$ cat config.mk
export PLATFORM = sky130hd
export DESIGN_NAME = smg_scheduler
export DESIGN_NICKNAME = d
export VERILOG_FILES = /design/src/rtl/smg_pkg.sv /design/src/rtl/smg_scan_driver.sv /design/src/rtl/smg_scheduler.sv
export SDC_FILE = /design/constraint.sdc
export NUM_CORES = 1
export LEC_CHECK = 0
export ABC_AREA = 0
export BUFFER_PORTS_ARGS = -buffer_cell sky130_fd_sc_hd__buf_2
export CAP_MARGIN = 5
export CORE_MARGIN = 2
export CORE_UTILIZATION = 57
export CTS_BUF_LIST = sky130_fd_sc_hd__clkbuf_4 sky130_fd_sc_hd__clkbuf_8
export CTS_CLUSTER_DIAMETER = 40
export DETAILED_ROUTE_END_ITERATION = 12
export MAX_ROUTING_LAYER = met4
export PLACE_DENSITY = 0.82
export SLEW_MARGIN = 20
export SYNTH_ARGS = -nofsm -noshare
export SYNTH_HDL_FRONTEND = slang
export SYNTH_SLANG_ARGS = --single-unit
$ cat constraint.sdc
create_clock -name clk -period 2.6 [get_ports clk]
set_input_delay 0.13 -clock clk [delete_from_list [all_inputs] [get_ports clk]]
set_output_delay 0.13 -clock clk [all_outputs]
set_load 0.1 [all_outputs]
$ cat src/rtl/smg_pkg.sv
// Shared types and constants for the seven-segment display scheduler:
// FSM encoding, hex-to-segment table and round-robin search helpers.
package smg_pkg;

    typedef enum logic [1:0] {
        ST_IDLE  = 2'd0,
        ST_SHOW  = 2'd1,
        ST_FORCE = 2'd2
    } state_t;

    localparam logic [7:0] SEG_BLANK = 8'hFF;
    localparam logic [3:0] AN_OFF    = 4'hF;

    // Active-low g..a patterns for 0..F
    localparam logic [6:0] HEX_SEG [16] = '{
        7'h40, 7'h79, 7'h24, 7'h30, 7'h19, 7'h12, 7'h02, 7'h78,
        7'h00, 7'h10, 7'h08, 7'h03, 7'h46, 7'h21, 7'h06, 7'h0E
    };

    // {found, index}: first valid source after cur, searching cur+1..cur+3 mod 4
    function automatic logic [2:0] next_valid(input logic [1:0] cur, input logic [3:0] valid);
        logic [2:0] res;
        logic [1:0] idx;
        res = {1'b0, cur};
        for (int i = 3; i >= 1; i--) begin
            idx = cur + 2'(i);
            if (valid[idx]) res = {1'b1, idx};
        end
        return res;
    endfunction

    function automatic logic [1:0] lowest_valid(input logic [3:0] valid);
        logic [1:0] res;
        res = 2'd0;
        for (int i = 3; i >= 0; i--) begin
            if (valid[i]) res = 2'(i);
        end
        return res;
    endfunction

endpackage

$ cat src/rtl/smg_scan_driver.sv
// Digit multiplexer: free-running scan counter, hex decode, decimal-point
// marker for the active source and blanking. All outputs registered.
module smg_scan_driver
    import smg_pkg::*;
#(
    parameter int SCAN_CYCLES = 100_000
) (
    input  logic        clk,
    input  logic        rst,
    input  logic [15:0] disp_word,
    input  logic [1:0]  cur_src,
    input  logic        blank_in,
    output logic [3:0]  an,
    output logic [7:0]  seg,
    output logic        blank
);

    localparam int SW = (SCAN_CYCLES > 1) ? $clog2(SCAN_CYCLES) : 1;
    localparam logic [SW-1:0] SCAN_LAST = SW'(SCAN_CYCLES - 1);

    logic [SW-1:0] scan_cnt;
    logic [1:0]    digit;
    logic [3:0]    nibble;

    assign nibble = disp_word[{digit, 2'b00} +: 4];

    // Scanner runs regardless of blanking so the digit phase never stalls
    always_ff @(posedge clk or posedge rst) begin
        if (rst) begin
            scan_cnt <= '0;
            digit    <= 2'd0;
        end else if (scan_cnt == SCAN_LAST) begin
            scan_cnt <= '0;
            digit    <= digit + 2'd1;
        end else begin
            scan_cnt <= scan_cnt + SW'(1);
        end
    end

    always_ff @(posedge clk or posedge rst) begin
        if (rst) begin
            an    <= AN_OFF;
            seg   <= SEG_BLANK;
            blank <= 1'b1;
        end else if (blank_in) begin
            an    <= AN_OFF;
            seg   <= SEG_BLANK;
            blank <= 1'b1;
        end else begin
            an    <= ~(4'b0001 << digit);
            seg   <= {digit != cur_src, HEX_SEG[nibble]};
            blank <= 1'b0;
        end
    end

endmodule

$ cat src/rtl/smg_scheduler.sv
// Round-robin time-sharing of the 4-digit display between four 16-bit
// sources, with dwell timer, hold, forced selection and registered outputs.
module smg_scheduler
    import smg_pkg::*;
#(
    parameter int DWELL_CYCLES = 100_000_000,
    parameter int SCAN_CYCLES  = 100_000
) (
    input  logic        clk,
    input  logic        rst,
    input  logic [63:0] src_data,
    input  logic [3:0]  src_valid,
    input  logic        hold,
    input  logic        force_en,
    input  logic [1:0]  force_sel,
    output logic [3:0]  an,
    output logic [7:0]  seg,
    output logic [1:0]  cur_src,
    output logic        blank,
    output state_t      state_dbg
);

    localparam int DW = $clog2(DWELL_CYCLES);
    localparam logic [DW-1:0] DWELL_LAST = DW'(DWELL_CYCLES - 1);

    state_t        state, state_n;
    logic [1:0]    cur_n;
    logic [DW-1:0] dwell_cnt, dwell_n;
    logic [2:0]    nv;
    logic [15:0]   disp_word;

    assign state_dbg = state;
    assign nv        = next_valid(cur_src, src_valid);

    always_ff @(posedge clk or posedge rst) begin
        if (rst) begin
            state     <= ST_IDLE;
            cur_src   <= 2'd0;
            dwell_cnt <= '0;
            disp_word <= 16'h0000;
        end else begin
            state     <= state_n;
            cur_src   <= cur_n;
            dwell_cnt <= dwell_n;
            disp_word <= src_data[{cur_src, 4'b0000} +: 16];
        end
    end

    // Invalidation of the shown source outranks hold and the dwell terminal count
    always_comb begin
        state_n = state;
        cur_n   = cur_src;
        dwell_n = dwell_cnt;
        case (state)
            ST_IDLE: begin
                dwell_n = '0;
                if (force_en) begin
                    state_n = ST_FORCE;
                    cur_n   = force_sel;
                end else if (|src_valid) begin
                    state_n = ST_SHOW;
                    cur_n   = lowest_valid(src_valid);
                end
            end
            ST_SHOW: begin
                if (force_en) begin
                    state_n = ST_FORCE;
                    cur_n   = force_sel;
                    dwell_n = '0;
                end else if (!src_valid[cur_src]) begin
                    dwell_n = '0;
                    if (nv[2]) cur_n = nv[1:0];
                    else       state_n = ST_IDLE;
                end else if (!hold) begin
                    if (dwell_cnt == DWELL_LAST) begin
                        dwell_n = '0;
                        if (nv[2]) cur_n = nv[1:0];
                    end else begin
                        dwell_n = dwell_cnt + DW'(1);
                    end
                end
            end
            ST_FORCE: begin
                dwell_n = '0;
                if (force_en) begin
                    cur_n = force_sel;
                end else if (src_valid[cur_src]) begin
                    state_n = ST_SHOW;
                end else if (nv[2]) begin
                    state_n = ST_SHOW;
                    cur_n   = nv[1:0];
                end else begin
                    state_n = ST_IDLE;
                end
            end
            default: begin
                state_n = ST_IDLE;
                dwell_n = '0;
            end
        endcase
    end

    smg_scan_driver #(
        .SCAN_CYCLES(SCAN_CYCLES)
    ) u_scan (
        .clk      (clk),
        .rst      (rst),
        .disp_word(disp_word),
        .cur_src  (cur_src),
        .blank_in (state == ST_IDLE),
        .an       (an),
        .seg      (seg),
        .blank    (blank)
    );

endmodule

# Word-level counts from Yosys, hierarchy flattened
# Memory sizes are Yosys's and may differ from the RTL's.
# Index checks and enable logic that the tools add are counted.
# op_classes
muxes,45
n_eq_ne,12
n_lt_le_gt_ge,5
bitwise_logic,2
add_sub_neg,6
shift,3
n_reduce_logical,5
# op_table
cell,n
two-way mux 27 bit,5
indexed part select 64 x 7 -> 16 bit,1
two-way mux 2 bit,19
"adder 27 x 1 -> 27 bit, second input constant",1
"equality test 27 bit, second input constant",1
"adder 17 x 1 -> 17 bit, second input constant",1
"equality test 17 bit, second input constant",1
two-way mux 17 bit,1
indexed part select 16 x 5 -> 4 bit,1
two-way mux 7 bit,2
"less-than comparator 2 x 3 -> 1 bit, second input constant",4
"inequality test 3 bit, second input constant",4
one-hot mux 2 bit (3 select lines),2
two-way mux 3 bit,3
binary-select mux 1 bit (select 2 bit),4
two-way mux 8 bit,1
"inequality test 4 bit, second input constant",2
two-way mux 1 bit,7
"greater-or-equal comparator 5 bit, second input constant",1
inverter 4 -> 5 bit,1
AND reduction 5 bit,1
"adder 2 x 1 -> 2 bit, second input constant",2
"adder 2 bit, second input constant",2
two-way mux 4 bit,1
other kinds (10),10
# word_totals
wordCells,88
reg_bits,79
rom_bits,112
n_memories,1
out_inout_bits,17
in_bits,74
# mem_list
memory,words,word_bits,rd,rd_clocked_by_memory_dff,write_ports,line,source
(name not given),16,7,1,0,0,smg_scan_driver.sv:51,"seg <= {digit != cur_src, HEX_SEG[nibble]};"

# Logic depth before layout (Yosys ltp)
# Gate-level depths: netlist (run 1).
# depth
depth_word,12
depth_mapped,9
ltp_nobuf,7

# Hierarchy
# A second synthesis (run 1) with hierarchy kept.
# hier_totals
hier_cells,412
hier_area_um2,4513.1
# by_module_without_submodules
module,seq_area_each_um2,n_inst,area_per_inst_um2,cells_per_inst
smg_scheduler,1176.1,1,2783.9,262
smg_scan_driver,817.0,1,1729.2,150

# Worst setup path before layout (run 1)
# OpenSTA, ideal clock, no wires.
# synth_path
kind,flip-flop to flip-flop
from,reg cur_src[0]
to,reg cur_src[1]
setup_slack_ns,0.063
path_stages_with_launch,5
t_arrival_ns,2.409
synth_period_minus_slack_ns,2.537
required_ns,2.473
n_path_buf,0
setup_ns,0.127
path_cell_list,dfrtp_1 > mux4_2 > a311oi_1 > and3_1 > mux2_1
# synth_via
elab_chain_len,12
word_cells_on_any_way,26
cone_classes,add/sub (3); eq/ne (3); mux (19); reduce/logical (1)
# synth_rtl
item,line,source
from (decl),smg_scheduler.sv:18,"output logic [1:0] cur_src,"
from (signal assigned),smg_scheduler.sv:43,cur_src <= cur_n;
adder 2 bit,smg_pkg.sv:26,idx = cur + 2'(i);
binary-select mux 1 bit (select 2 bit),smg_pkg.sv:27,"if (valid[idx]) res = {1'b1, idx};"
two-way mux 1 bit (not written as such),smg_pkg.sv:27,
two-way mux 3 bit (3 in a row),smg_pkg.sv:27,
two-way mux 2 bit,"smg_scheduler.sv:72, smg_scheduler.sv:77, smg_scheduler.sv:89",
two-way mux 2 bit,smg_scheduler.sv:75,if (dwell_cnt == DWELL_LAST) begin
two-way mux 2 bit,smg_scheduler.sv:74,end else if (!hold) begin
two-way mux 2 bit,smg_scheduler.sv:70,end else if (!src_valid[cur_src]) begin
two-way mux 2 bit,smg_scheduler.sv:66,if (force_en) begin
one-hot mux 2 bit (3 select lines),smg_scheduler.sv:54,case (state)
# Several ways; a longest one is shown, not always the timed one. The select of a mux whose other input is x is not followed.
# A chain may end at the register's enable or synchronous reset.

# Final worst setup path (run 1)
# layout_path
from,"reg state[0], in the netlist state_dbg[0]"
to,reg cur_src[1]
# layout_via
elab_chain_len,3
word_cells_on_any_way,10
cone_classes,eq/ne (6); mux (1); reduce/logical (3)
# layout_rtl
item,line,source
from (decl),smg_scheduler.sv:26,"state_t state, state_n;"
from (signal assigned),smg_scheduler.sv:42,state <= state_n;
zero test 2 bit (*),n/a,
net u_scan.blank_in,smg_scan_driver.sv:12,"input logic blank_in,"
inequality test 3 bit (no source line) / nonzero test 3 bit (equally long branches),n/a,
AND reduction 5 bit (no source line),n/a,
# The timed path passes the listed nets; every way through them passes the cells marked *.

==> results.py, run 1 <==
metrics = {
    "die": {
        "start_util_pct": 58.9,
        "row_count": 32,
        "core_area_sq_um": 7730,
        "ios": 91,
        "die_area_sq_um": 8720,
        "die-height_microns": 93.4,
        "dieWidth_microns": 93.4,
    },
    "critical_path": {
        "crit_type": "reg2reg",
        "r2r-end": "cur_src[1]",
        "cp.arrival_ns": 2.43,
        "critPathCaptureType": "register",
        "cp_max_fo": 16,
        "r2r_slack_ns": 0.41,
        "startpoint_type": "register",
        "reg2reg_depth": 7,
        "rr_startpoint": "state_dbg[0]",
        "critPathRequiredTime_ns": 2.84,
    },
    "route": {
        "wl_met1_microns": 4410,
        "topRoutingLayerUsed": "met4",
        "wire_per_inst_microns": 16.8,
        "vias": 3592,
        "post-route-drc-count": 0,
        "ant_nets": 0,
        "routed_wl_microns": 10300,
        "wl_met3_microns": 528,
        "drt_first_pass_iters": 4,
        "wl_met2_microns": 5020,
        "vias_per_cell": 5.89,
        "drtIter0Drc": 186,
    },
    "clocking": {
        "cts-root-buf": "clkbuf_8",
        "cts_buffer_depth": 2,
        "clock_latency_ns": 0.35,
        "cts_tree": "built",
        "h-tree-depth": 3,
        "clk_pin_slew_ns": 0.08,
        "cts_sinks": 79,
        "cts_setup_buffers": 0,
        "cts_buffers": 9,
    },
    "timing": {
        "period_share_pct": 84.3,
        "skew_ns": 0.00977,
        "finalHoldViolations": 0,
        "rsz0062_at_grt": "false",
        "slew_viol_final": 0,
        "tightest_slew_ns": 0.701,
        "max_freq_ghz": 0.456,
        "slew_headroom_pct": 52.9,
        "setup_ws_ns": 0.408,
        "min_period_ns": 2.19,
        "setup_viol": 0,
        "holdWs_ns": 0.0456,
        "fin_tns_setup_ns": 0,
    },
    "synthesis": {
        "syn_area_sq_um": 4550,
        "synthSimpleGateAreaFrac_pct": 21.4,
        "synthTopCellsByArea": "dfrtp_1 (36%), mux4_2 (10%), dfstp_2 (7.5%)",
        "yosysWarnings": 0,
        "syn_inst": 414,
        "synth_top_area_cell": "dfrtp_1",
        "synth_nets": 504,
        "yosysSeqAreaShare_pct": 43.8,
        "syn-mean-instance-area_sq_um": 11.0,
        "yosys.area.top_type_share_pct": 36.3,
        "ys_types": 60,
        "synth_compound_area_share_pct": 6.65,
        "synth-xor-area-share_pct": 7.31,
        "synth_edf_count": 0,
        "async_flop_share_pct": 100,
        "synth_seq_cells": 79,
        "synth_ff_type": "dfrtp_1",
        "synthAdderAreaFrac_pct": 4.40,
        "synth_mux_area_share_pct": 12.9,
        "synth_top_family_by_area": "simple AND/OR/NAND/NOR gates",
    },
    "placement": {
        "dp_hpwl_microns": 7230,
        "portBuffers": 90,
        "placed_cells": 593,
        "place.gp.congestion": 0.856,
        "place_ws_ns": 0.443,
    },
    "power_and_ir_drop": {
        "p_sw_share_pct": 43.2,
        "power.leakage_nw": 2.30,
        "internal_power_mw": 2.75,
        "clockPowerShare_pct": 18.8,
        "ir_worst_vdd_mv": 0.609,
        "p_comb_share_pct": 47.9,
        "switchingPower_mw": 2.10,
        "finalPower_mw": 4.85,
        "pwr-share-seq_pct": 33.3,
        "powerDensity_nw_per_um2": 913,
    },
    "layout": {
        "fillCellCount": 562,
        "syn_to_final_growth_pct": 16.5,
        "seqCellArea_sq_um": 1990,
        "multiInputGateArea_sq_um": 2400,
        "post_layout_nonfiller_instances": 610,
        "num_antenna_cells": 0,
        "final_common_cell": "buf_2",
        "final_nets": 593,
        "drive_above_1_share_pct": 34.3,
        "layout_common_cells": "buf_2 (90), dfrtp_1 (66), nor2_1 (48), nand2_1 (24), mux4_2 (21)",
    },
    "grt": {
        "grt_pass1_vias": 3554,
        "grt_overflow": 0,
        "grt_pass1_wl_microns": 17300,
        "grt_max_degree": 80,
        "antenna_found_initial": 0,
        "grt.total_usage_pct": 26.1,
    },
    "hold_path": {
        "min_path_type": "in2reg",
        "min_to": "cur_src[0]",
        "min_path_cells": 3,
        "hp-start": "force_sel[0]",
    },
    "run": {
        "cap_viol_max_count": 0,
    },
    "run_status": {
        "status": "completed",
    },
}
==> Yosys cell counts, types with 4 or more instances <==
library cell and instances:
dfstp_2 13, nor2b_1 5, a21oi_1 8, nor2_1 48
and3_1 5, nand4_1 12, o21ai_0 11, clkbuf_1 8
dfrtp_1 66, nand4b_1 5, mux4_2 21, ha_1 16
nand3_1 17, nand2_1 24, xor2_1 20, nor3_1 10
buf_2 10, nand2b_1 6, mux2i_1 6, nor4_1 5
xnor2_1 18, mux2_2 4, inv_1 14, nand3b_1 4
==> worst max path at each step <==
stage	startpoint	slack, ns	cells after the start	end
floorplan	cur_src[0]	0.06	4	cur_src[1]
global placement	dwell_cnt[19]	0.50	6	cur_src[0]
detailed placement	state_dbg[0]	0.44	7	cur_src[1]
CTS	state_dbg[0]	0.42	7	cur_src[1]
global route	state_dbg[0]	0.27	7	cur_src[1]
finish	state_dbg[0]	0.41	7	cur_src[1]
==> metrics by stage <==
step | util [%] | cell area, sq um
global placement | 66.0 | 5100
CTS | 68.7 | 5310
finish | 68.7 | 5310
detailed placement | 66.0 | 5100
global route | 68.7 | 5310
floorplan | - | 4550
==> power by group through the flow <==
stage	combinational [mW]	sequential [mW]	clock [mW]
2_1_floorplan	1.15	2.41	0
3_3_place_gp	2.26	1.63	0
3_5_place_dp	2.32	1.64	0
4_1_cts	2.34	1.62	0.919
5_1_grt	2.47	1.64	0.973
6_report	2.32	1.62	0.909
==> critical path, stage by stage, from the launching register on <==
cell	delay, ns
dfrtp_1	0.42
inv_1	0.09
ha_1	0.39
nand2b_1	0.19
nor2_1	0.05
a311oi_1	0.36
and3_1	0.25
mux2_1	0.32
==> flip-flops by register name, indices dropped and copies added, names as in the netlist <==
| register | flops |
|---|---|
| dwell_cnt | 27 |
| u_scan.scan_cnt | 17 |
| disp_word | 16 |
| u_scan.seg | 8 |
| u_scan.an | 4 |
| cur_src | 2 |
| state_dbg | 2 |
| u_scan.digit | 2 |
| u_scan.blank | 1 |
==> layout make-up <==
class / instances / area share (%)
tap: 102 / 2.40
clock inverter: 4 / 0.919
sequential: 79 / 37.6
clock buffer: 12 / 2.76
multi-input combinational: 299 / 45.2
inverter: 14 / 0.990
timing repair buffer: 100 / 10.2
==> metal layers <==
metal  GRT usage (%)  up-vias
met3            4.35       34
met5               -        -
met2            40.1      110
li1                -     1666
met1            34.7     1782
met4            10.8        0
==> kinds of logic after synthesis <==
family                     count (synthesis)
AOI/OAI and AO/OA                         43
xor gates and xnor gates                  38
adders and majority gates                 16
buffers and inverters                     36
DFF                                       79
muxes                                     32
and+or+nand+nor                          170
==> repair_timing <==
action / CTS / global route
resized for setup: 0 / 0
hold buffers: 1 / 0
endpoints found under the hold margin: 66 / 0
Power figures use the tool's default switching activity.
==> inputs of run 2 (changes only) <==
Clock period 2.6 ns to 2.05 ns, I/O delays scaled along.
==> run 2 against run 1 <==
Compared with the run above:
- the flow now finishes with violations (negative setup slack)
- non-clock buffer count is 26 higher
- total power is 36% higher
- register-to-register slack worse by 0.50 ns
- clock skew is 0.0041 ns higher
- worst hold slack worse by 0.025 ns
- largest power group unchanged
- highest routed layer unchanged
==> results.py, run 2 (synthesized netlist as in run 1, its figures left out) <==
metrics = {
    "run_status": {
        "status": "complete, but fails checks",
        "violations": "negative setup slack",
    },
    "layout": {
        "regMostFlops": "dwell_cnt",
        "fillCellCount": 503,
        "final_common_cell": "buf_2",
        "top_regs": "dwell_cnt (27), u_scan.scan_cnt (17), disp_word (16)",
        "syn_to_final_growth_pct": 24.1,
        "final_nets": 619,
        "layout_common_cells": "buf_2 (90), dfrtp_1 (61), nor2_1 (48), buf_4 (32), nand2_1 (24)",
        "num_antenna_cells": 0,
        "drive_above_1_share_pct": 39.7,
        "largest_register_ffs": 27,
    },
    "grt": {
        "use_met2_pct": 44.1,
        "gr-usage-met3_pct": 6.37,
        "grt_pass1_wl_microns": 18400,
        "grt.total_usage_pct": 28.1,
        "busiest_layer": "met2",
        "grt_overflow": 0,
        "grt_max_degree": 31,
        "gr-usage-met1_pct": 36.0,
        "grt_pass1_vias": 3779,
        "antenna_found_initial": 0,
    },
    "route": {
        "ant_nets": 0,
        "drt_first_pass_iters": 5,
        "wire_per_inst_microns": 17.2,
        "vias": 3729,
        "vias_per_cell": 5.86,
        "routed_wl_microns": 11000,
        "post-route-drc-count": 0,
        "drtIter0Drc": 150,
    },
    "power_and_ir_drop": {
        "p_sw_share_pct": 41.3,
        "clockPowerShare_pct": 21.4,
        "pwr-share-seq_pct": 31.2,
        "power.leakage_nw": 2.46,
        "internal_power_mw": 3.87,
        "switchingPower_mw": 2.73,
        "p_comb_share_pct": 47.4,
        "ir_worst_vdd_mv": 0.801,
        "powerDensity_nw_per_um2": 1170,
        "finalPower_mw": 6.60,
    },
    "hold_path": {
        "min_path_type": "in2reg",
    },
    "timing": {
        "setup_ws_ns": -0.0913,
        "setup_viol": 3,
        "rsz0062_at_grt": "true",
        "period_share_pct": 104,
        "tightest_slew_ns": 0.517,
        "slew_headroom_pct": 65.3,
        "holdWs_ns": 0.0207,
        "min_period_ns": 2.14,
        "finalHoldViolations": 0,
        "slew_viol_final": 0,
        "skew_ns": 0.0139,
        "max_freq_ghz": 0.467,
    },
    "clocking": {
        "cts_tree": "built",
        "clk_pin_slew_ns": 0.08,
        "h-tree-depth": 3,
        "cts_sinks": 79,
        "clock_latency_ns": 0.36,
        "cts-root-buf": "clkbuf_8",
        "cts_buffers": 9,
        "cts_buffer_depth": 2,
    },
    "placement": {
        "dp_hpwl_microns": 7730,
        "place.gp.congestion": 0.901,
        "portBuffers": 90,
    },
    "run": {
        "cap_viol_max_count": 0,
    },
    "critical_path": {
        "crit_type": "reg2reg",
        "critPathRequiredTime_ns": 2.29,
        "critPathCaptureType": "register",
        "cp.arrival_ns": 2.38,
        "slowest_stage": "or4b_4",
        "cp_max_fo": 2,
        "startpoint_type": "register",
        "max_stage_delay_ns": 0.56,
        "crit_chain": "or4b_4 -> nor4b_4 -> a41o_2 -> and3_4 -> mux2_4",
    },
    "die": {
        "die-height_microns": 93.4,
        "core_area_sq_um": 7730,
        "ios": 91,
        "dieWidth_microns": 93.4,
        "start_util_pct": 58.9,
        "die_area_sq_um": 8720,
        "row_count": 32,
    },
}
[run 2: cell types whose count changed in the layout (fill, tap and decap cells not counted), sizes merged]
cell	change
bufinv	+2
inv	-1
buf	+25
clkinv	-2
clkbuf	+1
clkinvlp	+1
[run 2: layout make-up]
class | count | area (sq um) | share of cell area, %
multi-input cells | 299 | 2450 | 43.4
flip-flops and latches | 79 | 2010 | 35.5
repair buffers | 126 | 766 | 13.5
clock buffers | 12 | 146 | 2.59
well taps | 102 | 128 | 2.26
clock inverters | 4 | 95.1 | 1.68
inverters | 14 | 56.3 | 0.996
[run 2: through the flow]
step                      TNS (ns)  util, %  worst slack, ns  std cells  area (sq um)
after global routing        -0.786     73.1           -0.147        636          5650
after detailed placement   -0.0285     68.4          -0.0285        615          5290
final                       -0.153     73.1          -0.0913        636          5650
after CTS                   -0.153     72.0          -0.0614        633          5560
after floorplan             -0.139        -           -0.126        414          4580
after global placement           0     68.4          0.00536        615          5290
[run 2: power groups by stage]
stage	Sequential [mW]	Clock [mW]	Combinational (mW)
floorplan	3.08	0	1.46
global placement	2.07	0	2.93
detailed placement	2.09	0	3.00
CTS	2.06	1.43	3.07
global route	2.09	1.50	3.34
finish	2.06	1.41	3.13
[run 2: what timing repair did]
action | in CTS | in global routing
cloned | 0 | 1
pin swaps | 3 | 5
setup buffers | 1 | 2
hold endpoints to repair | 8 | 0
endpoints found under the setup margin | 4 | 32
hold buffers | 1 | 0
resized for setup | 3 | 9
[run 2: worst paths after layout]
path                            slack [ns]  cells after the start                from                 end
worst max-delay path                 -0.09                      5       dwell_cnt[19]          cur_src[1]
worst min-delay path                  0.02                      3        force_sel[0]          cur_src[0]
worst max register to register       -0.09                      5       dwell_cnt[19]          cur_src[1]
worst min register to register        0.50                      1  u_scan.scan_cnt[0]  u_scan.scan_cnt[0]
max in group asynchronous             1.10                      4                 rst        u_scan.an[0]
min in group asynchronous             0.28                      3                 rst        disp_word[3]
[run 2: per-layer routing]
metal	share of wire, %	routed length (microns)	vias to the layer above
li1	-	-	1717
met1	42	4560	1839
met2	50	5490	141
met3	5.7	628	32
met4	2.7	294	0
met5	0	0	-
[run 2: critical path: cells and delay by family, from the launching register on]
family,cells,cell delay (ns)
multiplexers,1,0.29
AO/OA/AOI/OAI,1,0.25
AND/OR/NAND/NOR,3,1.09
flip-flops,1,0.40
==> inputs of run 3 (changes only) <==
Settings changed: CORE_ASPECT_RATIO set to 0.5.
==> run 3 against run 2 <==
Compared with the run above:
- clock skew fell by 0.0018 ns
- fmax is 3.6% higher
- global-route usage fell by 1.6 points
- sequential share of layout area grew 0.56 points
- critical path depth down 1
- total power fell by 4.9%
- worst hold slack improved by 0.014 ns
- cell count is 0.63% higher
- the run still ends with negative setup slack left
- critical path type unchanged
- critical endpoint unchanged
- clock power fell by 16%
- largest power group unchanged
- clock-buffer cell count shrank 1
==> results.py, run 3 (synthesized netlist as in run 1, its figures left out) <==
metrics = {
    "grt": {
        "grt.total_usage_pct": 26.5,
        "grt_pass1_wl_microns": 17100,
        "grt_overflow": 0,
        "antenna_found_initial": 0,
        "grt_max_degree": 33,
        "grt_pass1_vias": 3525,
    },
    "layout": {
        "top_regs": "dwell_cnt (27), u_scan.scan_cnt (17), disp_word (16)",
        "drive_above_1_share_pct": 39.1,
        "num_antenna_cells": 0,
        "final_util_pct": 73.8,
        "final_nets": 617,
        "syn_to_final_growth_pct": 22.2,
        "regMostFlops": "dwell_cnt",
        "layout_common_cells": "buf_2 (90), dfrtp_1 (61), nor2_1 (48), buf_4 (31), nand2_1 (24)",
        "largest_register_ffs": 27,
        "post_layout_nonfiller_instances": 640,
        "final_common_cell": "buf_2",
        "fin_area_sq_um": 5560,
    },
    "die": {
        "dieWidth_microns": 130,
        "start_util_pct": 60.4,
        "row_count": 22,
        "ios": 91,
        "die-height_microns": 67.2,
        "core_area_sq_um": 7540,
        "die_area_sq_um": 8760,
    },
    "critical_path": {
        "cp_num_buf_inv": 0,
        "cp_max_fo": 4,
        "critPathRequiredTime_ns": 2.29,
        "reg2reg_depth": 4,
        "slowest_stage": "mux4_2",
        "crit_type": "reg2reg",
        "r2r_slack_ns": -0.02,
        "startpoint_type": "register",
        "max_stage_delay_ns": 0.54,
        "cp.arrival_ns": 2.31,
        "critPathTopFamily": "multiplexers",
        "r2r-end": "cur_src[1]",
        "rr_startpoint": "cur_src[0]",
        "crit_chain": "mux4_2 -> a311oi_1 -> and3_4 -> mux2_4",
        "critPathCaptureType": "register",
    },
    "route": {
        "drt_first_pass_iters": 4,
        "drtIter0Drc": 218,
        "vias_per_cell": 5.75,
        "vias": 3679,
        "post-route-drc-count": 0,
        "wire_per_inst_microns": 15.8,
        "routed_wl_microns": 10100,
        "ant_nets": 0,
    },
    "placement": {
        "dp_hpwl_microns": 7300,
        "portBuffers": 90,
        "dpl_cell_area_sq_um": 5290,
        "placed_cells": 619,
        "place.gp.congestion": 0.933,
    },
    "clocking": {
        "cts-root-buf": "clkbuf_8",
        "cts_buffers": 9,
        "cts_sinks": 79,
        "cts_tree": "built",
        "h-tree-depth": 3,
        "cts_buffer_depth": 2,
        "clk_pin_slew_ns": 0.07,
        "clock_latency_ns": 0.36,
    },
    "timing": {
        "finalHoldViolations": 0,
        "rsz0062_at_grt": "true",
        "slew_viol_final": 0,
        "setup_ws_ns": -0.0168,
        "skew_ns": 0.0121,
        "max_freq_ghz": 0.484,
        "tightest_slew_ns": 0.731,
        "setup_viol": 1,
        "min_period_ns": 2.07,
        "slew_headroom_pct": 51.2,
        "period_share_pct": 101,
    },
    "hold_path": {
        "hp-start": "force_sel[0]",
        "min_to": "cur_src[0]",
        "min_path_type": "in2reg",
        "min_path_cells": 3,
    },
    "power_and_ir_drop": {
        "powerDensity_nw_per_um2": 1130,
        "power.leakage_nw": 2.42,
        "finalPower_mw": 6.27,
        "ir_worst_vdd_mv": 0.863,
    },
    "run": {
        "cap_viol_max_count": 0,
    },
    "run_status": {
        "status": "complete, but fails checks",
        "violations": "negative setup slack",
    },
}
run 3: area by class of cell:
class                      count  area [sq um]
timing repair buffer         124           733
multi-input combinational    299          2430
tap                          108           135
clock inverter                 5          56.3
clock buffer                  11           145
fill                         513          1980
sequential                    79          2010
inverter                      14          56.3
run 3: layer usage:
layer / up-vias / GRT usage, % / wire, microns
li1: 1719 / - / -
met1: 1833 / 33.3 / 4400
met2: 104 / 42.9 / 4990
met3: 23 / 7.45 / 533
met4: 0 / 7.58 / 184
met5: - / - / 0
run 3: worst max path at each step:
stage | from | slack (ns) | depth (start not counted) | endpoint
final | cur_src[0] | -0.02 | 4 | cur_src[1]
after global routing | dwell_cnt[17] | -0.07 | 5 | cur_src[1]
after CTS | dwell_cnt[11] | 0.01 | 6 | dwell_cnt[24]
after detailed placement | dwell_cnt[19] | -0.02 | 5 | cur_src[1]
after global placement | dwell_cnt[19] | 0.03 | 5 | cur_src[1]
after floorplan | state_dbg[0] | -0.13 | 7 | cur_src[1]
run 3: worst min-delay path, cell delays in order:
cell and delay, ns:
buf_2 0.09, nand2_1 0.06, a31oi_1 0.09
run 3: per-stage QoR:
step / setup slack, ns / hold WS (ns) / setup TNS [ns]
5_1_grt: -0.0705 / 0.0395 / -0.278
2_1_floorplan: -0.126 / 0.260 / -0.139
3_3_place_gp: 0.0302 / 0.254 / 0
6_report: -0.0168 / 0.0344 / -0.0168
3_5_place_dp: -0.0177 / 0.259 / -0.0177
4_1_cts: 0.0107 / 0.0323 / 0
run 3: power breakdown:
part / switching [mW] / leakage, nW / internal [mW] / total (mW)
Combinational: 2.00 / 1.32 / 1.04 / 3.04
Sequential: 0.110 / 0.995 / 1.94 / 2.05
Clock: 0.571 / 0.103 / 0.609 / 1.18
run 3: timing repair:
item                                    in CTS  in global routing
hold endpoints to repair                    29                  0
hold buffers                                 1                  0
gates cloned                                 0                  0
resized for setup                            2                  5
pin swaps                                    3                  3
endpoints found under the setup margin       1                 13
buffers inserted                             3                  1
